### src/rtl/sprite_line_render.sv
// sprite_line_render
// Receiving end of the sprite image load sequence. Each sprite channel owns a
// shadow line register, filled from sprite memory while its load-enable bit is
// high, and an active line register that is drawn on screen. On the load-done
// pulse every shadow line is committed to its active line and every channel is
// armed. Armed channels start drawing when the VGA horizontal counter reaches
// their X position. The lowest-numbered opaque pixel wins and is registered
// towards the colour mixer.
//
// Ports:
//   clk            pixel clock
//   rst            synchronous active-high reset
//   linebegin      one-cycle pulse at the start of each scan line
//   load_en        per-channel capture strobe for rom_data (normally one-hot)
//   rom_data       one sprite line, pixel 0 in the most significant BPP bits
//   img_load_done  one-cycle pulse: commit shadow lines and arm all channels
//   sprite_en      per-channel display enable
//   sprite_x       packed X start positions, channel i at [i*HW +: HW]
//   hcount         current pixel column
//   pix_valid      an opaque sprite pixel is present
//   pix_idx        palette index of the winning pixel
//   pix_sprite     channel number of the winning pixel
module sprite_line_render #(
    parameter int NSPR  = 5,
    parameter int WIDTH = 16,
    parameter int BPP   = 2,
    parameter int HW    = 10
) (
    input  logic                  clk,
    input  logic                  rst,
    input  logic                  linebegin,
    input  logic [NSPR-1:0]       load_en,
    input  logic [WIDTH*BPP-1:0]  rom_data,
    input  logic                  img_load_done,
    input  logic [NSPR-1:0]       sprite_en,
    input  logic [NSPR*HW-1:0]    sprite_x,
    input  logic [HW-1:0]         hcount,
    output logic                  pix_valid,
    output logic [BPP-1:0]        pix_idx,
    output logic [2:0]            pix_sprite
);

    localparam int LW = WIDTH * BPP;
    localparam int CW = (WIDTH > 1) ? $clog2(WIDTH) : 1;

    typedef enum logic [1:0] {
        IDLE  = 2'd0,
        ARMED = 2'd1,
        DRAW  = 2'd2,
        DONE  = 2'd3
    } chan_state_t;

    chan_state_t     state_q [NSPR];
    chan_state_t     state_d [NSPR];
    logic [CW-1:0]   cnt_q   [NSPR];
    logic [CW-1:0]   cnt_d   [NSPR];
    logic [LW-1:0]   shadow_q[NSPR];
    logic [LW-1:0]   active_q[NSPR];

    logic [NSPR-1:0] hit;
    logic [NSPR-1:0] drawing;
    logic [NSPR-1:0] opaque;
    logic [CW-1:0]   pix_k   [NSPR];
    logic [LW-1:0]   line_sh [NSPR];
    logic [BPP-1:0]  cand_idx[NSPR];

    logic            win_valid;
    logic [BPP-1:0]  win_idx;
    logic [2:0]      win_sprite;

    // Line storage. The commit copies the shadow contents as they were before
    // this edge, so a capture in the same cycle only reaches the shadow line.
    always_ff @(posedge clk) begin
        for (int i = 0; i < NSPR; i++) begin
            if (rst) begin
                shadow_q[i] <= '0;
                active_q[i] <= '0;
            end else begin
                if (img_load_done) begin
                    active_q[i] <= shadow_q[i];
                end
                if (load_en[i]) begin
                    shadow_q[i] <= rom_data;
                end
            end
        end
    end

    // Channel state and pixel counter registers.
    always_ff @(posedge clk) begin
        for (int i = 0; i < NSPR; i++) begin
            if (rst) begin
                state_q[i] <= IDLE;
                cnt_q[i]   <= '0;
            end else begin
                state_q[i] <= state_d[i];
                cnt_q[i]   <= cnt_d[i];
            end
        end
    end

    // Per-channel next state. The hit cycle itself shows pixel 0, so the
    // counter enters DRAW already pointing at pixel 1 and the last pixel is
    // shown in the cycle where it reads WIDTH-1. A commit beats linebegin.
    always_comb begin
        for (int i = 0; i < NSPR; i++) begin
            state_d[i] = state_q[i];
            cnt_d[i]   = cnt_q[i];
            hit[i]     = (state_q[i] == ARMED) && sprite_en[i] &&
                         (hcount == sprite_x[i*HW +: HW]);
            if (img_load_done) begin
                state_d[i] = ARMED;
                cnt_d[i]   = '0;
            end else if (linebegin) begin
                state_d[i] = IDLE;
                cnt_d[i]   = '0;
            end else begin
                case (state_q[i])
                    ARMED: begin
                        if (hit[i]) begin
                            state_d[i] = DRAW;
                            cnt_d[i]   = CW'(1);
                        end
                    end
                    DRAW: begin
                        if (cnt_q[i] == CW'(WIDTH - 1)) begin
                            state_d[i] = DONE;
                            cnt_d[i]   = '0;
                        end else begin
                            cnt_d[i] = cnt_q[i] + CW'(1);
                        end
                    end
                    default: begin
                        state_d[i] = state_q[i];
                    end
                endcase
            end
        end
    end

    // Candidate pixel per channel. Shifting left by the pixel number brings
    // that pixel into the top BPP bits. A linebegin blanks every candidate so
    // a truncated sprite disappears from the next output cycle onward.
    always_comb begin
        for (int i = 0; i < NSPR; i++) begin
            drawing[i]  = hit[i] || (state_q[i] == DRAW);
            pix_k[i]    = (state_q[i] == DRAW) ? cnt_q[i] : '0;
            line_sh[i]  = active_q[i] << (int'(pix_k[i]) * BPP);
            cand_idx[i] = line_sh[i][LW-1 -: BPP];
            opaque[i]   = drawing[i] && sprite_en[i] && !linebegin &&
                          (cand_idx[i] != '0);
        end
    end

    // Priority select: scanning from the highest channel down lets the
    // lowest-numbered opaque channel overwrite the rest.
    always_comb begin
        win_valid  = 1'b0;
        win_idx    = '0;
        win_sprite = '0;
        for (int i = NSPR - 1; i >= 0; i--) begin
            if (opaque[i]) begin
                win_valid  = 1'b1;
                win_idx    = cand_idx[i];
                win_sprite = 3'(i);
            end
        end
    end

    // Output register: one cycle of latency towards the colour mixer.
    always_ff @(posedge clk) begin
        if (rst) begin
            pix_valid  <= 1'b0;
            pix_idx    <= '0;
            pix_sprite <= '0;
        end else begin
            pix_valid  <= win_valid;
            pix_idx    <= win_idx;
            pix_sprite <= win_sprite;
        end
    end

endmodule

### config.mk
export PLATFORM = sky130hd
export DESIGN_NAME = sprite_line_render
export DESIGN_NICKNAME = d
export VERILOG_FILES = /design/src/rtl/sprite_line_render.sv
export SDC_FILE = /design/constraint.sdc
export NUM_CORES = 1
export LEC_CHECK = 0
export ABC_AREA = 1
export BUFFER_PORTS_ARGS = -buffer_cell sky130_fd_sc_hd__buf_2
export CAP_MARGIN = 20
export CORE_MARGIN = 1
export CORE_UTILIZATION = 55
export CTS_CLUSTER_DIAMETER = 60
export DETAILED_ROUTE_END_ITERATION = 8
export PLACE_DENSITY_LB_ADDON = 0.08
export SETUP_SLACK_MARGIN = 0.4
export SLEW_MARGIN = 20
export SYNTH_ARGS = -nofsm -noshare
export SYNTH_HDL_FRONTEND = slang
export SYNTH_SLANG_ARGS = --single-unit
export TNS_END_PERCENT = 1
### constraint.sdc
create_clock -name clk -period 5.1 [get_ports clk]
set_input_delay 0.51 -clock clk [delete_from_list [all_inputs] [get_ports clk]]
set_output_delay 0.51 -clock clk [all_outputs]
set_load 0.05 [all_outputs]
After elaboration in Yosys (flattened, before gate mapping)
Memories as Yosys holds them, arrays and structs flattened.
Index checks and enable logic that the tools add are counted.
{ "totals": {"reg_bits": 6, "ram_bits": 350, "inputBits": 106, "mem_count": 4} }
{ "memory_table": {"columns": ["name", "words", "word_bits", "rd", "rd_clocked_by_memory_dff", "wr", "line", "text"], "rows": [
  ["active_q", 5, 32, 5, 0, 5, "58", "logic [LW-1:0] active_q[NSPR];"],
  ["shadow_q", 5, 32, 5, 0, 5, "57", "logic [LW-1:0] shadow_q[NSPR];"],
  ["cnt_q", 5, 4, 5, 0, 5, "55", "logic [CW-1:0] cnt_q [NSPR];"],
  ["state_q", 5, 2, 5, 0, 5, "53", "chan_state_t state_q [NSPR];"]
]} }
{ "op_classes": {"add_sub_neg": 5, "eq_ne": 20, "shifts": 5, "n_mux": 110, "bitwise": 20, "reduce_logical": 39} }
{ "ops": {"columns": ["operator", "n"], "rows": [
  ["$mux 32", 10],
  ["$shl 32x5->32", 5],
  ["$mux 4", 30],
  ["$mux 2", 32],
  ["$eq 10x10->1", 5],
  ["$pmux 4 s2", 5],
  ["$mux 1", 27],
  ["$logic_and 1x1->1", 25],
  ["$add 4x1->4 const B", 5],
  ["$eq 4x4->1 const B", 5],
  ["$or 1x1->1", 20],
  ["$pmux 2 s2", 5],
  ["$eq 2x1->1 const B", 5],
  ["$eq 2x2->1 const B", 5],
  ["$reduce_bool 2->1", 5],
  ["$logic_or 1x1->1", 5],
  ["$reduce_or 5->1", 1],
  ["$mux 3", 1],
  ["$reduce_or 3->1", 1],
  ["$reduce_or 2->1", 1],
  ["$logic_not 1->1", 1]
]} }

Longest topological paths before layout
An unclocked memory read counts as a cell.
{ "logic_depth": {"depth_word": 13, "mapped_depth": 19, "ltp_nobuf": 18} }

Worst setup path before layout
No wires, ideal clock.
{ "synth_timing": {"kind": "input port to flip-flop", "start": "input port img_load_done", "end": "memory cnt_q[3][3] (netlist bit)", "setup_time_ns": 0.104, "t_arrival_ns": 5.210, "required_time_ns": 4.996, "path_slack_ns": -0.214, "path_stages": 5, "cell_sequence": "inv_1 -> nand2_1 -> nor2_2 -> clkinv_1 -> a2111oi_2"} }
{ "synth_rtl": {"columns": ["item", "line", "text"], "rows": [
  ["start, declared", "34", "input logic img_load_done,"],
  ["end, declared", "55", null]
]} }

==> run summary <==
commonest non-fill, non-tap cell in the layout -> nor2_1
crit path to -> pix_sprite[0]
Post-CTS Setup Inserts -> 0
Cell Area, Synth -> 16300 um2
Reg power frac -> 0.530
initial antenna violation count -> 1
Top Ports -> 112
Critical Path Slowest Stage Cell -> ha_1
Die Ht -> 174 um
Fin Setup TNS -> 0 ns
Setup crit start -> state_q[3][0]
hold_ws -> 0.405 ns
CTS Hold Bufs -> 0
Die X -> 174 um
clk_skew -> 0.0200 ns
dpl cells -> 2135
crit path capture type -> flip-flop
clk root buf -> clkbuf_16
status -> finished clean
Synth area leaders -> edfxtp_1, nor2_1, inv_1
GRT Residual Overflow -> 0
Avg WL per Cell -> 18.2 um
Vias -> 11600
row count -> 62
Mapped Avg Cell Area -> 9.63 um2
FF+latch count, synth -> 356
port bufs -> 111
post_cts resized -> 0
crit path kind -> flip-flop to flip-flop
fraction of layout cells with a size suffix above 1 -> 0.130
Lkg Pwr -> 0.00803 uW
final wirelength -> 40000 um
CTS clk-pin slew, worst paths -> 0.06 ns
Placer Congestion -> 0.941
cells along the critical path -> inv_1 -> ha_1 -> nand2_2 -> inv_1 -> nand3_1 -> nand3_1 -> nand3_1 -> nand2_1 -> inv_1 -> nand2_1 -> nand2_2 -> a21oi_1 -> a21oi_1 -> nor4_2
Pre-antenna DRT Iters -> 7
CP required -> 5.52 ns
Netlist cell types -> 42
PD cells -> 355 nW/um2
VDD IR-drop max -> 320 uV
CP Launch Type -> flip-flop
switching part of the total -> 0.229
Final setup viols -> 0
vias in the first global route -> 11000
largest net degree at the start of global routing -> 91
switching power total -> 1490 uW
Tcrit/Tclk final -> 0.545
Max stage delay on crit path -> 0.65 ns
Final #Nets -> 1912
total CTS buffers -> 38
Clk network pwr share -> 0.403
depth of the worst register-to-register path -> 14
area leader, netlist -> edfxtp_1
commonest non-fill, non-tap cells in the layout -> nor2_1, edfxtp_1, inv_1, nand2_1, nand3_1
CP arrival -> 3.20 ns
max cap viols -> 0
reg2reg start -> state_q[3][0]
Final Max Slew Viols -> 0
CORE AREA -> 28900 um2
post-place setup slack -> 1.83 ns
Critical Path Fanout Max -> 17
combinational power share -> 0.066
FMAX -> 360 MHz
Hold Path Class -> primary input to flip-flop
TritonCTS clock tree -> yes
clk sinks -> 356
Worst-Margin Slew -> 1.07 ns
Pwr Total -> 6500 uW
max_slew headroom -> 0.285
hpwl dp -> 27100 um
Overall Global Routing Usage -> 0.270
Routed Antenna Nets -> 0
Max Buffers Root-to-Sink -> 3
Vias/cell -> 5.27
final setup margin -> 2.32 ns
Yosys warnings -> 0
die area -> 30400 um2
Async SR Flop Fraction -> 0
post-route non-filler standard cell count -> 2202
sequential area share after synthesis -> 0.633
R2R setup slack -> 2.32 ns
CTS H-tree depth -> 2
Initial Util -> 0.564
Clock Latency Late Sink -> 0.54 ns
Synth-to-Final Area Change -> 12.1%
fillcell total -> 2430
n_diodes -> 0
number of flops mapped to enable cells by yosys -> 320
r2r endpoint -> pix_sprite[0]
Most used DFF post-synth -> edfxtp_1
Int Pwr -> 5010 uW
DRC Markers -> 0
Synth top area share -> 0.589
RSZ-0062 raised after global routing -> false
Min Clock Period, post-route -> 2.78 ns
DR iter-0 viols -> 1276
syn_nets -> 1815
cells after synthesis -> 1694
first-pass GRT wire length -> 61900 um
Hold Vio Cnt, Final -> 0
[synthesized netlist by cell type, drive strengths merged, types with 8 or more instances]
cell	instances
a21oi	27
inv	315
nor3	9
nand3	147
nand2	256
o221ai	8
clkbuf	36
buf	24
or2	18
nor2	377
o21ai	42
dfxtp	36
xnor2	12
edfxtp	320
ha	15
[flip-flops by register name, summed over array words and instances, names as in the netlist]
signal,count
state_q,10
cnt_q,20
active_q,160
pix_idx,2
pix_sprite,3
shadow_q,160
pix_valid,1
[how the worst min path moves through the flow]
stage	startpoint	endpoint	slack (ns)	cells after the start
final	rom_data[30]	shadow_q[4][30]	0.40	3
after global routing	rom_data[30]	shadow_q[0][30]	0.41	3
after CTS	rom_data[30]	shadow_q[4][30]	0.38	3
after detailed placement	state_q[0][1]	state_q[0][1]	0.48	2
after global placement	state_q[4][1]	state_q[4][1]	0.47	2
after floorplan	state_q[0][1]	state_q[0][1]	0.46	2
[logic make-up (layout without fill, tap and decap cells)]
group | count (synthesis) | count (layout) | share of synthesized area
fa+ha+maj | 15 | 15 | 0.0115
xor+xnor | 19 | 19 | 0.0102
buf+inv | 378 | 502 | 0.0930
compound gates | 107 | 107 | 0.0405
simple gates | 819 | 819 | 0.212
flops | 356 | 356 | 0.633
[power by group through the flow]
stage	Combinational (uW)	Sequential, uW	Clock [uW]
6_report	431	3450	2620
3_3_place_gp	424	3500	0
2_1_floorplan	266	3480	0
4_1_cts	434	3450	2640
3_5_place_dp	430	3510	0
5_1_grt	485	3460	2760
[layer usage]
layer,part of all wire,GRT usage,vias up
met1,0.44,0.391,5475
met2,0.46,0.426,445
met4,0.023,0.0731,0
li1,-,-,5617
met3,0.078,0.0418,62
met5,0,0,-
[stage by stage]
| step | utilization | instance area, um2 |
|---|---|---|
| after floorplan | - | 16300 |
| after global placement | 0.591 | 17100 |
| after detailed placement | 0.591 | 17100 |
| after CTS | 0.632 | 18300 |
| after global routing | 0.632 | 18300 |
| final | 0.632 | 18300 |
[critical path, delay by kind of cell (launching register included)]
family | cells | cell delay [ns]
adders and majority gates | 1 | 0.65
and+or+nand+nor | 8 | 1.04
DFF | 1 | 0.33
buffers and inverters | 3 | 0.39
AOI/OAI and AO/OA | 2 | 0.26
[cell type report]
cell class              instances  area (um2)  area share
flip-flops and latches        356       10300       0.565
repair buffers                117         613      0.0335
clock buffers                  45        1030      0.0563
clock inverters                22         153     0.00834
inverters                     318        1190      0.0652
multi-input cells             960        4500       0.246
well taps                     384         480      0.0263
(Power assumes the default switching activity.)
